===== src/rtl/gray_pkg.sv =====
// Shared Gray-code definitions: FSM state encoding and Gray-to-binary conversion.
// Used by both the receive decoder and the encoder side of the Gray counter.
package gray_pkg;

    localparam int unsigned GRAY_MAX_W = 32;

    typedef enum logic [1:0] {
        ST_IDLE  = 2'd0,
        ST_TRACK = 2'd1,
        ST_FAULT = 2'd2
    } gray_state_e;

    // Prefix XOR from the MSB down; a zero-extended narrower code converts correctly.
    function automatic logic [GRAY_MAX_W-1:0] gray2bin(input logic [GRAY_MAX_W-1:0] g);
        logic [GRAY_MAX_W-1:0] b;
        b[GRAY_MAX_W-1] = g[GRAY_MAX_W-1];
        for (int i = GRAY_MAX_W - 2; i >= 0; i--) begin
            b[i] = b[i+1] ^ g[i];
        end
        return b;
    endfunction

endpackage


===== src/rtl/gray_in_filter.sv =====
// Synchronizer plus stability filter for an asynchronous Gray-coded bus.
// Ports:
//   clk, reset   clock, synchronous active-low reset
//   gray_in      asynchronous N-bit Gray input
//   cand         current candidate code (last synchronized value seen)
//   accept       1-cycle pulse, cand has been stable for STABLE_CYCLES samples
module gray_in_filter #(
    parameter int unsigned N             = 4,
    parameter int unsigned SYNC_STAGES   = 2,
    parameter int unsigned STABLE_CYCLES = 4
) (
    input  logic         clk,
    input  logic         reset,
    input  logic [N-1:0] gray_in,
    output logic [N-1:0] cand,
    output logic         accept
);

    localparam int unsigned   CNT_W   = $clog2(STABLE_CYCLES + 1);
    localparam logic [CNT_W-1:0] CNT_MAX = CNT_W'(STABLE_CYCLES);
    localparam logic          ONE_SHOT = (STABLE_CYCLES == 1);

    logic [N-1:0]     sync_q [SYNC_STAGES];
    logic [CNT_W-1:0] cnt;
    logic [CNT_W-1:0] cnt_inc;
    logic [N-1:0]     s;

    assign s       = sync_q[SYNC_STAGES-1];
    assign cnt_inc = cnt + CNT_W'(1);

    // Synchronizer chain
    always_ff @(posedge clk) begin
        if (!reset) begin
            for (int i = 0; i < SYNC_STAGES; i++) begin
                sync_q[i] <= '0;
            end
        end else begin
            sync_q[0] <= gray_in;
            for (int i = 1; i < SYNC_STAGES; i++) begin
                sync_q[i] <= sync_q[i-1];
            end
        end
    end

    // Stability counter; accept fires once, on the edge the count reaches its limit
    always_ff @(posedge clk) begin
        if (!reset) begin
            cand   <= '0;
            cnt    <= '0;
            accept <= 1'b0;
        end else if (s != cand) begin
            cand   <= s;
            cnt    <= CNT_W'(1);
            accept <= ONE_SHOT;
        end else if (cnt != CNT_MAX) begin
            cnt    <= cnt_inc;
            accept <= (cnt_inc == CNT_MAX);
        end else begin
            accept <= 1'b0;
        end
    end

endmodule


===== src/rtl/gray_rx_decoder.sv =====
// Gray counter receiver: filters an asynchronous Gray input, decodes it and
// classifies every accepted change as step up, step down or illegal skip.
// Ports:
//   clk, reset   clock, synchronous active-low reset
//   gray_in      asynchronous N-bit Gray input
//   clr          synchronous clear of position and err_count
//   bin_out      binary value of last accepted code
//   valid        high while tracking is locked
//   step_up, step_down, err_skip   1-cycle classification pulses
//   position     signed running step count (wraps)
//   err_count    skip-error count, saturating at 255
module gray_rx_decoder
    import gray_pkg::*;
#(
    parameter int unsigned N             = 4,
    parameter int unsigned SYNC_STAGES   = 2,
    parameter int unsigned STABLE_CYCLES = 4,
    parameter int unsigned POS_W         = 16
) (
    input  logic             clk,
    input  logic             reset,
    input  logic [N-1:0]     gray_in,
    input  logic             clr,
    output logic [N-1:0]     bin_out,
    output logic             valid,
    output logic             step_up,
    output logic             step_down,
    output logic             err_skip,
    output logic [POS_W-1:0] position,
    output logic [7:0]       err_count
);

    localparam int unsigned ERR_W   = 8;
    localparam logic [ERR_W-1:0] ERR_MAX = '1;

    logic [N-1:0] cand;
    logic         accept;

    gray_in_filter #(
        .N             (N),
        .SYNC_STAGES   (SYNC_STAGES),
        .STABLE_CYCLES (STABLE_CYCLES)
    ) u_filter (
        .clk     (clk),
        .reset   (reset),
        .gray_in (gray_in),
        .cand    (cand),
        .accept  (accept)
    );

    gray_state_e      state_q, state_d;
    logic [N-1:0]     b_c;
    logic             is_up_c, is_dn_c;
    logic [N-1:0]     bin_d;
    logic             up_d, dn_d, skip_d, valid_d;
    logic [POS_W-1:0] pos_d;
    logic [ERR_W-1:0] err_d;

    assign b_c     = N'(gray2bin(GRAY_MAX_W'(cand)));
    assign is_up_c = (b_c == N'(bin_out + N'(1)));
    assign is_dn_c = (b_c == N'(bin_out - N'(1)));

    // Next-state and next-output logic; bin_out doubles as the previous reference
    always_comb begin
        state_d = state_q;
        bin_d   = bin_out;
        up_d    = 1'b0;
        dn_d    = 1'b0;
        skip_d  = 1'b0;
        pos_d   = position;
        err_d   = err_count;

        if (accept) begin
            case (state_q)
                ST_IDLE: begin
                    bin_d   = b_c;
                    state_d = ST_TRACK;
                end
                ST_TRACK, ST_FAULT: begin
                    // A glitch that returns to the old code re-accepts it; treat as no change
                    if (b_c != bin_out) begin
                        bin_d = b_c;
                        if (is_up_c) begin
                            up_d    = 1'b1;
                            pos_d   = position + POS_W'(1);
                            state_d = ST_TRACK;
                        end else if (is_dn_c) begin
                            dn_d    = 1'b1;
                            pos_d   = position - POS_W'(1);
                            state_d = ST_TRACK;
                        end else begin
                            skip_d  = 1'b1;
                            err_d   = (err_count == ERR_MAX) ? err_count : err_count + ERR_W'(1);
                            state_d = ST_FAULT;
                        end
                    end
                end
                default: state_d = ST_IDLE;
            endcase
        end

        if (clr) begin
            pos_d = '0;
            err_d = '0;
        end

        valid_d = (state_d == ST_TRACK);
    end

    // State and output registers
    always_ff @(posedge clk) begin
        if (!reset) begin
            state_q   <= ST_IDLE;
            bin_out   <= '0;
            valid     <= 1'b0;
            step_up   <= 1'b0;
            step_down <= 1'b0;
            err_skip  <= 1'b0;
            position  <= '0;
            err_count <= '0;
        end else begin
            state_q   <= state_d;
            bin_out   <= bin_d;
            valid     <= valid_d;
            step_up   <= up_d;
            step_down <= dn_d;
            err_skip  <= skip_d;
            position  <= pos_d;
            err_count <= err_d;
        end
    end

endmodule

===== config.mk =====
export PLATFORM = sky130hd
export DESIGN_NAME = gray_rx_decoder
export DESIGN_NICKNAME = d
export VERILOG_FILES = /design/src/rtl/gray_pkg.sv /design/src/rtl/gray_in_filter.sv /design/src/rtl/gray_rx_decoder.sv
export SDC_FILE = /design/constraint.sdc
export NUM_CORES = 1
export LEC_CHECK = 0
export BUFFER_PORTS_ARGS = -buffer_cell sky130_fd_sc_hd__buf_2
export CAP_MARGIN = 20
export CORE_MARGIN = 4
export CORE_UTILIZATION = 40
export CTS_BUF_LIST = sky130_fd_sc_hd__clkbuf_8
export DETAILED_ROUTE_END_ITERATION = 8
export PLACE_DENSITY = 0.57
export SYNTH_ARGS = -nofsm -noshare
export SYNTH_HDL_FRONTEND = slang
export SYNTH_HIERARCHICAL = 1
export SYNTH_SLANG_ARGS = --single-unit
export TNS_END_PERCENT = 20

===== constraint.sdc =====
create_clock -name clk -period 4.7 [get_ports clk]
set_clock_uncertainty 0.1 [all_clocks]
set_input_delay 0.94 -clock clk [delete_from_list [all_inputs] [get_ports clk]]
set_output_delay 0.94 -clock clk [all_outputs]
set_load 0.01 [all_outputs]

Yosys cells after proc, flatten, opt, wreduce, memory -nomap -nowiden
Memory sizes are Yosys's and may differ from the RTL's.
Index checks and enable logic that the tools add are counted.
- bits in registers: 42
- memory bits (writable): 8
- input bits: 7
- output and inout bits: 32
- word-level logic and storage cells: 74
- memories: 1
- memories (name ; depth ; bits a word ; read ports ; clocked after Yosys merged registers in ; wr ports ; RTL line ; text):
    u_filter.sync_q ; 2 ; 4 ; 2 ; 0 ; 2 ; gray_in_filter.sv:23 ; logic [N-1:0] sync_q [SYNC_STAGES];
- $add $sub $neg: 6
- equal/unequal tests: 11
- muxes and demuxes: 18
- bitwise operators: 13
- reduce and logical (&&, ||, !) cells: 13
- operators with widths (kind ; number):
    2-to-1 mux 16 bit ; 2
    adder 16 x 1 -> 16 bit (second input constant) ; 1
    subtractor 16 x 1 -> 16 bit (second input constant) ; 1
    2-to-1 mux 4 bit ; 3
    adder 8 x 1 -> 8 bit (second input constant) ; 1
    equality test 4 bit ; 2
    equality test 8 bit (second input constant) ; 1
    2-to-1 mux 2 bit ; 4
    != test 4 bit ; 2
    NOT 1 bit ; 8
    one-hot mux 4 bit (2 select lines) ; 1
    AND reduction 4 bit ; 2
    2-to-1 mux 1 bit ; 7
    AND reduction 6 bit ; 1
    nonzero test 2 bit ; 3
    OR reduction 2 bit ; 3
    OR reduction 5 bit ; 1
    adder 4 x 1 -> 4 bit (second input constant) ; 1
    equality test 2 x 1 -> 1 bit (second input constant) ; 2
    one-hot mux 2 bit (2 select lines) ; 1
    subtractor 4 x 1 -> 4 bit (second input constant) ; 1
    adder 3 x 1 -> 3 bit (second input constant) ; 1
    equality test 3 bit (second input constant) ; 1
    != test 3 bit (second input constant) ; 1
    7 further kinds ; 10

Logic depth before layout (Yosys ltp)
Gate-level depths: netlist of the first run.
- word-level depth: 10
- mapped depth: 13
- gate-level depth less buffers: 12

Hierarchy
The synthesis of the first run kept the hierarchy.
- by module, submodules not included (module ; instances ; cells each ; area an instance (um2) ; sequential area each (um2)):
    gray_rx_decoder ; 1 ; 306 ; 2532.4 ; 680.7
    gray_in_filter ; 1 ; 50 ; 569.3 ; 320.3

Least setup slack after synthesis of the first run
Ideal clock, no wire load.
- path kind: reg-to-reg
- from: register bin_out[0]
- to: register position[15]
- arrival time: 3684 ps
- required time: 4528 ps
- path slack: 845 ps
- stages on the path, launching flop included: 14
- clock period less this slack: 3855 ps
- path through: dfxtp_1 clkbuf_1 inv_1 ha_1 and3_1 o211ai_4 ha_1 clkbuf_1 a21o_1 a221o_1 a221o_1 a31oi_1 mux2i_1 mux2i_1
- word-level cells in the longest chain between the ends: 4
- elaborated cells on any way between the ends: 8
- RTL lines (item ; RTL line ; text):
    start, declared ; gray_rx_decoder.sv:24 ; output logic [N-1:0] bin_out,
    start signal, assigned ; gray_rx_decoder.sv:123 ; bin_out <= bin_d;
    adder 4 x 1 -> 4 bit or subtractor 4 x 1 -> 4 bit (tied branches) ; gray_rx_decoder.sv:60, gray_rx_decoder.sv:61 ;
    equality test 4 bit (on tied branches) ; gray_rx_decoder.sv:60, gray_rx_decoder.sv:61 ;
    nonzero test 2 bit (no line) ; -- ;
    AND reduction 4 bit (no line) ; -- ;
    end signal, assigned ; gray_rx_decoder.sv:128 ; position <= pos_d;
    end, declared ; gray_rx_decoder.sv:29 ; output logic [POS_W-1:0] position,
Parallel ways exist; a longest one is shown, timed or not.
A chain may end at the register's enable or synchronous reset.

Worst setup path after layout of the first run
- from: register u_filter.cand[3]
- to: register position[15]
- word-level cells in the longest chain between the ends: 6
- elaborated cells on any way between the ends: 9
- RTL lines (item ; RTL line ; text):
    start, declared ; gray_in_filter.sv:15 ; output logic [N-1:0] cand,
    start signal, assigned ; gray_in_filter.sv:52 ; cand <= s;
    XOR 1 bit (3 in a row) ; gray_pkg.sv:18 ; b[i] = b[i+1] ^ g[i];
    equality test 4 bit (on tied branches) ; gray_rx_decoder.sv:60, gray_rx_decoder.sv:61 ;
    nonzero test 2 bit (no line) ; -- ;
    AND reduction 4 bit (no line) ; -- ;
Parallel ways exist; a longest one is shown, timed or not.

==> results by group, run 1 <==
Critical path
  • Worst setup path class: register to register
  • WP buf/inv: 0
  • Critical Path, Cell by Cell: xor3_2 -> and3_1 -> o211ai_4 -> ha_1 -> a21o_1 -> a221o_1 -> a221o_1 -> a31oi_1 -> mux2i_1 -> mux2i_1
  • CP required: about 4.8 ns
  • Delay-heaviest family, CP: compound AO/OA/AOI/OAI gates
  • Slowest-stage cell, CP: o211ai_4
  • Reg2Reg Setup Slack: between 0.5 and 0.6 ns
  • Crit-path max cell delay: 0.58 ns
  • Worst Path Max Fanout: 21
  • Critical Path AT: approximately 4.3 ns
  • CP Capture Type: register
  • Crit start category: register

Finish
  • Share of layout cells above drive strength 1: 0.151
  • Ant diodes: 0
  • Post-layout nets: 420
  • Filler Cells Inserted: about 730
  • Design Area, Final: 3440 um2
  • Synth-to-Final Area Change: 10.9%
  • Footprint of the multi-input gates: about 2000 um2
  • Register Area: 1000 um2
  • Util after Layout: 0.464
  • Non-filler cells, final: 489
  • Most frequent cells in the layout: dfxtp_1 (50), buf_2 (38), nand2_1 (34)
  • Most common cell after layout, fill and taps aside: dfxtp_1

Logic synthesis
  • EDFF count, synth: 0
  • Seq/Total Area, Yosys: 0.323
  • Mapped Avg Cell Area: about 8.7 um2
  • Yosys warnings: 6
  • Post-synth ARST share: 0
  • Ys flop type: dfxtp_1
  • Synth unique cells: just under 60
  • Mapped Cells: ~360
  • Syn nets: between 300 and 400
  • Post-Syn Area: just over 3000 um2
  • Synthesized flop and latch total: 50

Power
  • Logic pwr share: 0.089
  • Total power divided by cell area: between 200 and 250 nW/um2
  • Sw frac: 0.255
  • Maximum VDD drop: about 0.14 mV
  • Switch Pwr: a little under 200 uW
  • Pleak: between 0.001 and 0.0015 uW
  • Internal: between 500 and 600 uW
  • Clock Power Share: 0.334
  • Register share of total power: 0.577

CTS
  • Post-CTS sizing: 0
  • Worst-path clk slew: approximately 0.090 ns
  • H-tree levels: 2
  • CTS root buf: clkbuf_8
  • CTS Buffer Depth: 2
  • Hold_buf cts: 0
  • Clock Latency Late Sink: 0.31 ns
  • Total CTS buffers: 5
  • CTS tree: done
  • Post-CTS Setup Bufs: 0
  • Clock Sinks: 50

Global routing
  • Total GRT Usage: 0.158
  • First-pass GRT wire length: 11500 um
  • Initial antenna violation count: 0
  • Largest net degree at the start of global routing: 23
  • Grt total ovfl: 0
  • Vias in the first global route: ~2400

Floorplan
  • Die Ht: between 90 and 100 um
  • Die extent in x: between 90 and 100 um
  • Ports: 39
  • Die area: ~9000 um2
  • FP Rows: 31
  • Initial Util: 0.419
  • Core Box Area: approximately 7400 um2

STA
  • Setup TNS: 0 ns
  • Final Hold Vio Count: 0
  • Pin slew with the least headroom to its limit: ~1.0 ns
  • Unrepaired setup endpoints after global routing: false
  • Hold_ws: 0.340 ns
  • Slew HR: 0.307
  • Final setup viols: 0
  • Max Fclk: ~0.24 GHz
  • Fin crit share: 0.884
  • Fin crit period: slightly above 4 ns
  • Max-slew violations: 0

Route
  • Drt drc: 0
  • ANT nets after route: 0
  • DRT Pass-1 Iters: 4
  • DRT iter0 DRCs: 76
  • Vias post-DR: ~2700
  • Wire per inst: 14.1 um
  • DRT Wirelength: between 6000 and 7000 um
  • Routed vias/inst: approximately 5.4

Outcome
  • Status: complete, no violations

Placement
  • Dpl cells: just under 500
  • Hpwl dp: approximately 5000 um
  • Routability cong.: about 0.77
  • Port bufs: 38
  • Placed cell area: roughly 3400 um2

Flow run
  • Max-cap violations: 0

Worst hold path
  • Hold Crit Class: register to register
[cells in the mapped netlist, types with 5 or more instances]
cell type | count | area share
a211oi_1 | 6 | 0.015
a21oi_1 | 31 | 0.050
nand2_1 | 34 | 0.041
o21ai_0 | 17 | 0.027
a31oi_1 | 5 | 0.010
xor2_1 | 5 | 0.014
dfxtp_1 | 50 | 0.32
and2_1 | 14 | 0.028
nor3_1 | 17 | 0.027
clkbuf_1 | 7 | 0.0085
inv_1 | 15 | 0.018
o21a_1 | 5 | 0.012
ha_1 | 22 | 0.089
nand3_1 | 13 | 0.021
or4_1 | 5 | 0.012
xnor2_1 | 14 | 0.040
nand3b_1 | 5 | 0.012
nor2_1 | 11 | 0.013
mux2i_1 | 6 | 0.019
o31ai_1 | 5 | 0.012
nand4_1 | 5 | 0.010
[kinds of logic (layout without fill, tap and decap cells)]
group | Yosys count | count (layout) | synth area share
AO/OA/AOI/OAI | 101 | 101 | 0.231
XOR/XNOR | 21 | 21 | 0.0690
adder cells (fa/ha/maj) | 23 | 23 | 0.0952
flip-flops | 50 | 50 | 0.323
buffers and inverters | 27 | 61 | 0.0383
multiplexers | 6 | 6 | 0.0194
AND/OR/NAND/NOR | 128 | 128 | 0.224
[power groups by stage]
stage / clock network [uW] / registers, uW / logic, uW
2_1_floorplan: 0 / 443 / 54.4
4_1_cts: 266 / 434 / 67.8
5_1_grt: 284 / 435 / 76.2
3_3_place_gp: 0 / 444 / 66.7
6_report: 251 / 434 / 67.1
3_5_place_dp: 0 / 444 / 67.2
[worst reg2reg max path, stage by stage, from the launching register on]
cell	delay, ns
dfxtp_1	0.49
xor3_2	0.56
and3_1	0.22
o211ai_4	0.58
ha_1	0.45
a21o_1	0.23
a221o_1	0.40
a221o_1	0.40
a31oi_1	0.22
mux2i_1	0.25
mux2i_1	0.19
[per-stage QoR]
stage,setup slack (ns),power [uW]
floorplan,0.845,497
global route,0.308,795
finish,0.544,752
global placement,0.626,511
CTS,0.516,768
detailed placement,0.548,511
[worst paths after layout]
| kind | start | endpoint | cells after the start |
|---|---|---|---|
| worst max-delay path | u_filter/cand[3]$_SDFFE_PN0P_ | position[15]$_SDFFE_PP0P_ | 10 |
| worst min register to register | u_filter/sync_q[0][1]$_SDFF_PN0_ | u_filter/sync_q[0][5]$_SDFF_PN0_ | 1 |
| worst max register to register | u_filter/cand[3]$_SDFFE_PN0P_ | position[15]$_SDFFE_PP0P_ | 10 |
| worst min-delay path | u_filter/sync_q[0][1]$_SDFF_PN0_ | u_filter/sync_q[0][5]$_SDFF_PN0_ | 1 |
[registers in the layout, indices dropped and copies added (netlist names), 2 cells and up]
signal and flops:
position 16, err_count 8, u_filter/sync_q 8, bin_out 4
u_filter/cand 4, u_filter/cnt 3, state_q 2
[layer usage]
metal / wire (um) / part of all wire / global-route usage / vias to the layer above
li1: - / - / - / 1386
met1: 3580 / 0.52 / 0.222 / 1209
met2: 2900 / 0.42 / 0.239 / 47
met3: 260 / 0.038 / 0.0258 / 11
met4: 154 / 0.022 / 0.0664 / 0
met5: 0 / 0 / 0 / -
[final cells by class]
type / count / share of cell area
inverters: 16 / 0.0175
flip-flops and latches: 50 / 0.291
multi-input cells: 279 / 0.576
clock inverters: 2 / 0.00400
repair buffers: 38 / 0.0553
well taps: 99 / 0.0360
clock buffers: 5 / 0.0200
Power figures use the tool's default switching activity.
==> run 2, diff against run 1 <==
--- a/config.mk
+++ b/config.mk
@@ -7,11 +7,13 @@
 export LEC_CHECK = 0
 export BUFFER_PORTS_ARGS = -buffer_cell sky130_fd_sc_hd__buf_2
 export CAP_MARGIN = 20
+export CELL_PAD_IN_SITES_DETAIL_PLACEMENT = 0
+export CELL_PAD_IN_SITES_GLOBAL_PLACEMENT = 1
 export CORE_MARGIN = 4
 export CORE_UTILIZATION = 40
 export CTS_BUF_LIST = sky130_fd_sc_hd__clkbuf_8
 export DETAILED_ROUTE_END_ITERATION = 8
-export PLACE_DENSITY = 0.57
+export PLACE_DENSITY = 0.72
 export SYNTH_ARGS = -nofsm -noshare
 export SYNTH_HDL_FRONTEND = slang
 export SYNTH_HIERARCHICAL = 1
==> results by group, run 2 (synthesized netlist as in run 1, its figures left out) <==
CTS
  • Post-CTS Setup Bufs: 0 (unchanged)
  • CTS Buffer Depth: 2 (unchanged)
  • CTS root buf: clkbuf_8 (unchanged)
  • CTS tree: done (unchanged)
  • Clock Latency Late Sink: 0.31 ns (about the same)
  • Total CTS buffers: 5 (unchanged)
  • H-tree levels: 2 (unchanged)
  • Hold_buf cts: 0 (unchanged)
  • Worst-path clk slew: 0.10 ns (was 0.09 ns)
  • Clock Sinks: 50 (unchanged)
  • Post-CTS sizing: 0 (unchanged)

Power
  • Total power divided by cell area: 226 nW/um2 (was 219 nW/um2)
  • Pleak: 0.00148 uW (about the same)
  • Maximum VDD drop: 0.125 mV (was 0.138 mV)

Finish
  • Filler Cells Inserted: 747 (was 732)
  • Synth-to-Final Area Change: 11.7% (was 10.9%)
  • Largest reg by FF count: position (unchanged)
  • Most frequent cells in the layout: dfxtp_1 (50), buf_2 (38), nand2_1 (34) (unchanged)
  • Most common cell after layout, fill and taps aside: dfxtp_1 (unchanged)
  • Util after Layout: 0.467 (was 0.464)
  • Ant diodes: 0 (unchanged)
  • Post-layout nets: 421 (was 420)
  • Top flop regs: position (16), err_count (8), u_filter/sync_q (8) (unchanged)
  • Share of layout cells above drive strength 1: 0.156 (was 0.151)
  • Max reg flops: 16 (unchanged)

Floorplan
  • Die area: 9230 um2 (unchanged)
  • Die Ht: 96.1 um (unchanged)
  • Core Box Area: 7410 um2 (unchanged)
  • Ports: 39 (unchanged)
  • Initial Util: 0.419 (unchanged)
  • Die extent in x: 96.1 um (unchanged)
  • FP Rows: 31 (unchanged)

STA
  • Pin slew with the least headroom to its limit: 1.06 ns (was 1.04 ns)
  • Final setup viols: 0 (unchanged)
  • Max-slew violations: 0 (unchanged)
  • Setup TNS: 0 ns (unchanged)
  • Fin crit share: 0.858 (was 0.884)
  • Unrepaired setup endpoints after global routing: false (unchanged)
  • Max Fclk: 0.248 GHz (was 0.241 GHz)
  • Hold_ws: 0.340 ns (about the same)
  • Final Hold Vio Count: 0 (unchanged)
  • Fin crit period: 4.03 ns (was 4.16 ns)
  • Slew HR: 0.296 (was 0.307)

Route
  • DRT iter0 DRCs: 82 (was 76)
  • Routed vias/inst: 5.52 (was 5.43)
  • DRT Wirelength: 7370 um (was 6890 um)
  • Vias post-DR: 2711 (was 2653)
  • DRT Pass-1 Iters: 5 (was 4)
  • Drt drc: 0 (unchanged)
  • Wire per inst: 15.0 um (was 14.1 um)
  • ANT nets after route: 0 (unchanged)

Critical path
  • Crit start category: register (unchanged)
  • CP Capture Type: register (unchanged)
  • WP buf/inv: 0 (unchanged)
  • Worst Path Max Fanout: 12 (was 21)
  • Worst setup path class: register to register (unchanged)
  • Reg2Reg Setup Slack: 0.67 ns (was 0.54 ns)
  • Crit-path max cell delay: 0.57 ns (was 0.58 ns)
  • Slowest-stage cell, CP: xor3_2 (was o211ai_4)
  • Critical Path AT: 4.17 ns (was 4.30 ns)
  • Critical Path, Cell by Cell: xor3_2 -> and3_1 -> o211ai_4 -> ha_1 -> a21o_1 -> a221o_1 -> a221o_1 -> a31oi_1 -> mux2i_1 -> mux2i_1 (unchanged)
  • Delay-heaviest family, CP: compound AO/OA/AOI/OAI gates (unchanged)
  • CP required: 4.84 ns (about the same)

Flow run
  • Max-cap violations: 0 (unchanged)

Placement
  • Hpwl dp: 5530 um (was 4990 um)
  • Routability cong.: 0.862 (was 0.772)
  • Port bufs: 38 (unchanged)

Global routing
  • Largest net degree at the start of global routing: 23 (unchanged)
  • First-pass GRT wire length: 12100 um (was 11500 um)
  • Grt total ovfl: 0 (unchanged)
  • Total GRT Usage: 0.165 (was 0.158)
  • Initial antenna violation count: 0 (unchanged)
  • Vias in the first global route: 2426 (was 2382)

Worst hold path
  • Hold Crit Class: register to register (unchanged)

Outcome
  • Status: complete, no violations (unchanged)
## run 2: where the power goes
group / internal (uW) / switching [uW]
Sequential: 429 / 4.75
Combinational: 28.0 / 40.8
Clock: 122 / 159
Total: 579 / 204
## run 2: worst paths after layout
check | end | from | cells after the start
setup reg to reg | position[15]$_SDFFE_PP0P_ | u_filter/cand[3]$_SDFFE_PN0P_ | 10
setup / recovery | position[15]$_SDFFE_PP0P_ | u_filter/cand[3]$_SDFFE_PN0P_ | 10
hold / removal | u_filter/sync_q[0][7]$_SDFF_PN0_ | u_filter/sync_q[0][3]$_SDFF_PN0_ | 1
hold reg to reg | u_filter/sync_q[0][7]$_SDFF_PN0_ | u_filter/sync_q[0][3]$_SDFF_PN0_ | 1
## run 2: layer usage
layer / vias up / routed length (um) / GRT usage
li1: 1389 / - / -
met1: 1270 / 3620 / 0.226
met2: 46 / 3400 / 0.269
met3: 6 / 295 / 0.0305
met4: 0 / 60 / 0.0355
met5: - / 0 / 0
## run 2: worst reg2reg max path, stage by stage (launching register included)
cell and delay [ns]:
dfxtp_1 0.51, xor3_2 0.57, and3_1 0.23, o211ai_4 0.42, ha_1 0.41, a21o_1 0.22
a221o_1 0.40, a221o_1 0.40, a31oi_1 0.23, mux2i_1 0.25, mux2i_1 0.22
## run 2: area by class of cell
type                    instances  area, um2  share of cell area
well taps                      99        124              0.0358
clock inverters                 2       16.3             0.00470
clock buffers                   6       82.6              0.0238
multi-input cells             279       1980               0.572
inverters                      16       60.1              0.0173
repair buffers                 39        198              0.0571
flip-flops and latches         50       1000               0.289
## run 2: stage by stage
step                      power [uW]  cells  setup slack (ns)  cell area (um2)
final                            783    491             0.669             3460
after global routing             822    491             0.462             3460
after CTS                        794    491             0.667             3460
after detailed placement         513    483             0.702             3360
after global placement           512    483             0.840             3360
after floorplan                  497    356             0.845             3100
==> run 3, diff against run 2 <==
--- a/config.mk
+++ b/config.mk
@@ -5,15 +5,15 @@
 export SDC_FILE = /design/constraint.sdc
 export NUM_CORES = 1
 export LEC_CHECK = 0
+export ABC_AREA = 1
 export BUFFER_PORTS_ARGS = -buffer_cell sky130_fd_sc_hd__buf_2
-export CAP_MARGIN = 20
 export CELL_PAD_IN_SITES_DETAIL_PLACEMENT = 0
 export CELL_PAD_IN_SITES_GLOBAL_PLACEMENT = 1
 export CORE_MARGIN = 4
-export CORE_UTILIZATION = 40
+export CORE_UTILIZATION = 34
 export CTS_BUF_LIST = sky130_fd_sc_hd__clkbuf_8
 export DETAILED_ROUTE_END_ITERATION = 8
-export PLACE_DENSITY = 0.72
+export PLACE_DENSITY = 0.65
 export SYNTH_ARGS = -nofsm -noshare
 export SYNTH_HDL_FRONTEND = slang
 export SYNTH_HIERARCHICAL = 1
==> results by group, run 3 <==
Floorplan
  • Die Ht: 104 um (was 96.1 um)
  • FP Rows: 34 (was 31)
  • Die extent in x: 104 um (was 96.1 um)
  • Initial Util: 0.356 (was 0.419)
  • Core Box Area: 8890 um2 (was 7410 um2)
  • Die area: 10900 um2 (was 9230 um2)
  • Ports: 39 (unchanged)

Logic synthesis
  • Yosys warnings: 6 (unchanged)
  • Synth top cells by count: nand2_1 (116), inv_1 (68), nor2_1 (53) (was dfxtp_1 (50), nand2_1 (34), a21oi_1 (31))
  • Mapped Avg Cell Area: 6.78 um2 (was 8.71 um2)
  • Seq/Total Area, Yosys: 0.316 (was 0.323)
  • Mapped Cells: 467 (was 356)
  • Synth top area share: 0.316 (was 0.323)
  • Count leader, synth: nand2_1 (was dfxtp_1)
  • Synth unique cells: 34 (was 58)
  • EDFF count, synth: 0 (unchanged)
  • Cell taking the most area after synthesis: dfxtp_1 (unchanged)
  • Synthesized flop and latch total: 50 (unchanged)
  • Syn nets: 497 (was 386)
  • Post-Syn Area: 3160 um2 (was 3100 um2)
  • Post-synth ARST share: 0 (unchanged)
  • Top cells by area, synth: dfxtp_1 (32%), nand2_1 (14%), ha_1 (8.7%) (was dfxtp_1 (32%), ha_1 (8.9%), a21oi_1 (5.0%))
  • Ys flop type: dfxtp_1 (unchanged)

Critical path
  • Reg2Reg Setup Slack: 1.28 ns (was 0.67 ns)
  • CP Capture Type: register (unchanged)
  • Critical Path, Cell by Cell: inv_1 -> ha_1 -> inv_1 -> nand3_1 -> nand3_1 -> nor2_2 -> nand2_4 -> inv_1 -> fa_1 -> o31ai_1 -> nand3_1 -> nand2_1 -> nand3_1 -> nand2_1 -> xor2_1 -> nor2_1 -> nor2_1 (was xor3_2 -> and3_1 -> o211ai_4 -> ha_1 -> a21o_1 -> a221o_1 -> a221o_1 -> a31oi_1 -> mux2i_1 -> mux2i_1)
  • Critical path depth in cells: 17 (was 10)
  • CP required: 4.85 ns (was 4.84 ns)
  • Delay-heaviest family, CP: simple AND/OR/NAND/NOR gates (was compound AO/OA/AOI/OAI gates)
  • Reg2reg end: position[14]$_SDFFE_PP0P_ (was position[15]$_SDFFE_PP0P_)
  • Worst setup path startpoint: bin_out[0]$_SDFFE_PN0P_ (was u_filter/cand[3]$_SDFFE_PN0P_)
  • Critical Path AT: 3.57 ns (was 4.17 ns)
  • WP buf/inv: 3 (was 0)
  • Slowest-stage cell, CP: o31ai_1 (was xor3_2)
  • Crit start category: register (unchanged)
  • Worst setup path class: register to register (unchanged)
  • FF-to-FF Start: bin_out[0]$_SDFFE_PN0P_ (was u_filter/cand[3]$_SDFFE_PN0P_)
  • Worst reg2reg path depth: 17 (was 10)
  • Crit-path max cell delay: 0.57 ns (about the same)
  • End point of the critical path: position[14]$_SDFFE_PP0P_ (was position[15]$_SDFFE_PP0P_)
  • CP dominant cell by count: nand3_1
  • Worst Path Max Fanout: 18 (was 12)

STA
  • Slew HR: 0.600 (was 0.296)
  • Pin slew with the least headroom to its limit: 0.595 ns (was 1.06 ns)
  • Max-slew violations: 0 (unchanged)
  • PnR worst setup slack: 1.28 ns (was 0.669 ns)
  • Hold_ws: 0.319 ns (was 0.340 ns)
  • Unrepaired setup endpoints after global routing: false (unchanged)
  • Final setup viols: 0 (unchanged)
  • Final Hold Vio Count: 0 (unchanged)
  • Fin crit share: 0.729 (was 0.858)
  • Max Fclk: 0.292 GHz (was 0.248 GHz)
  • Fin crit period: 3.42 ns (was 4.03 ns)
  • Setup TNS: 0 ns (unchanged)

Power
  • Clock Power Share: 0.323 (was 0.358)
  • Logic pwr share: 0.140 (was 0.088)
  • Internal: 574 uW (was 579 uW)
  • Pleak: 0.00186 uW (was 0.00148 uW)
  • Register share of total power: 0.537 (was 0.554)
  • Maximum VDD drop: 0.122 mV (was 0.125 mV)
  • Switch Pwr: 235 uW (was 204 uW)
  • Sw frac: 0.290 (was 0.261)
  • Total power divided by cell area: 227 nW/um2 (was 226 nW/um2)

Flow run
  • Max-cap violations: 0 (unchanged)

CTS
  • Worst-path clk slew: 0.10 ns (about the same)
  • Clock Latency Late Sink: 0.30 ns (was 0.31 ns)
  • Hold_buf cts: 0 (unchanged)
  • CTS root buf: clkbuf_8 (unchanged)
  • Post-CTS Setup Bufs: 0 (unchanged)
  • Post-CTS sizing: 0 (unchanged)
  • H-tree levels: 2 (unchanged)
  • CTS Buffer Depth: 2 (unchanged)
  • Total CTS buffers: 5 (unchanged)
  • CTS tree: done (unchanged)
  • Clock Sinks: 50 (unchanged)

Placement
  • Hpwl dp: 5580 um (was 5530 um)
  • Routability cong.: 0.819 (was 0.862)
  • Worst slack, placed: 1.33 ns (was 0.702 ns)
  • Placed cell area: 3470 um2 (was 3360 um2)
  • Port bufs: 38 (unchanged)

Global routing
  • Largest net degree at the start of global routing: 21 (was 23)
  • First-pass GRT wire length: 12500 um (was 12100 um)
  • Vias in the first global route: 2628 (was 2426)
  • Grt total ovfl: 0 (unchanged)
  • Initial antenna violation count: 0 (unchanged)
  • Total GRT Usage: 0.138 (was 0.165)

Finish
  • Largest reg by FF count: position (unchanged)
  • Share of layout cells above drive strength 1: 0.135 (was 0.156)
  • Design Area, Final: 3560 um2 (was 3460 um2)
  • Most common cell after layout, fill and taps aside: nand2_1 (was dfxtp_1)
  • Max reg flops: 16 (unchanged)
  • Filler Cells Inserted: 956 (was 747)
  • Synth-to-Final Area Change: 12.4% (was 11.7%)
  • Top flop regs: position (16), err_count (8), u_filter/sync_q (8) (unchanged)
  • Ant diodes: 0 (unchanged)
  • Post-layout nets: 539 (was 421)
  • Most frequent cells in the layout: nand2_1 (116), inv_1 (69), nor2_1 (53) (was dfxtp_1 (50), buf_2 (38), nand2_1 (34))

Worst hold path
  • Hold Crit Class: register to register (unchanged)

Route
  • Wire per inst: 11.7 um (was 15.0 um)
  • ANT nets after route: 0 (unchanged)
  • Vias post-DR: 2827 (was 2711)
  • DRT iter0 DRCs: 90 (was 82)
  • DRT Pass-1 Iters: 4 (was 5)
  • Routed vias/inst: 4.57 (was 5.52)
  • DRT Wirelength: 7240 um (was 7370 um)
  • Drt drc: 0 (unchanged)

Outcome
  • Status: complete, no violations (unchanged)
## run 3: cell types whose count changed in the layout (fill, tap and decap cells not counted), moves of 7 or more
cell	previous run	this run
nand2_1	34	116
inv_1	15	69
nor2_1	11	53
nand3_1	13	36
nor3_1	17	3
and2_1	14	1
xor2_1	5	16
xnor2_1	14	7
## run 3: logic make-up after synthesis
kind of cell,count (synthesis),synth area share
DFF,50,0.316
adders and majority gates,23,0.0933
and+or+nand+nor,235,0.332
buffers and inverters,78,0.0988
xor gates and xnor gates,23,0.0637
AOI/OAI and AO/OA,58,0.0957
## run 3: power by group through the flow
stage / Combinational [uW] / Clock, uW / Sequential (uW)
global placement: 114 / 0 / 443
detailed placement: 113 / 0 / 444
finish: 113 / 261 / 434
CTS: 114 / 282 / 434
global route: 132 / 297 / 435
floorplan: 89.0 / 0 / 443
## run 3: worst min-delay path by stage
| stage | startpoint | to | cells past startpoint |
|---|---|---|---|
| 3_5_place_dp | u_filter/sync_q[0][2]$_SDFF_PN0_ | u_filter/sync_q[0][6]$_SDFF_PN0_ | 2 |
| 4_1_cts | u_filter/sync_q[0][2]$_SDFF_PN0_ | u_filter/sync_q[0][6]$_SDFF_PN0_ | 2 |
| 3_3_place_gp | u_filter/sync_q[0][3]$_SDFF_PN0_ | u_filter/sync_q[0][7]$_SDFF_PN0_ | 2 |
| 2_1_floorplan | u_filter/sync_q[0][0]$_SDFF_PN0_ | u_filter/sync_q[0][4]$_SDFF_PN0_ | 2 |
| 5_1_grt | u_filter/sync_q[0][3]$_SDFF_PN0_ | u_filter/sync_q[0][7]$_SDFF_PN0_ | 2 |
| 6_report | u_filter/sync_q[0][3]$_SDFF_PN0_ | u_filter/sync_q[0][7]$_SDFF_PN0_ | 2 |
## run 3: cell type report
cell class	count	area, um2	area share
multi-input cells	339	1850	0.520
clock inverters	3	21.3	0.00598
well taps	108	135	0.0380
flip-flops and latches	50	1000	0.281
repair buffers	39	198	0.0556
inverters	74	282	0.0792
clock buffers	5	68.8	0.0194
## run 3: stage by stage
| step | util | cells | power (uW) |
|---|---|---|---|
| after floorplan | - | 467 | 532 |
| after global placement | 0.390 | 610 | 557 |
| after detailed placement | 0.390 | 610 | 557 |
| after CTS | 0.400 | 618 | 830 |
| after global routing | 0.400 | 618 | 864 |
| final | 0.400 | 618 | 808 |
## run 3: metal layers
layer | vias to the layer above | share of wire | track usage
li1 | 1553 | - | -
met1 | 1231 | 0.54 | 0.195
met2 | 39 | 0.42 | 0.216
met3 | 4 | 0.031 | 0.0217
met4 | 0 | 0.0097 | 0.0370
met5 | - | 0 | 0
## run 3: worst reg2reg max path, cell delays in order (launching register included)
cell	delay, ns
dfxtp_1	0.48
inv_1	0.13
ha_1	0.34
inv_1	0.08
nand3_1	0.08
nand3_1	0.10
nor2_2	0.06
nand2_4	0.21
inv_1	0.09
fa_1	0.42
o31ai_1	0.57
nand3_1	0.15
nand2_1	0.13
nand3_1	0.07
nand2_1	0.08
xor2_1	0.15
nor2_1	0.05
nor2_1	0.08
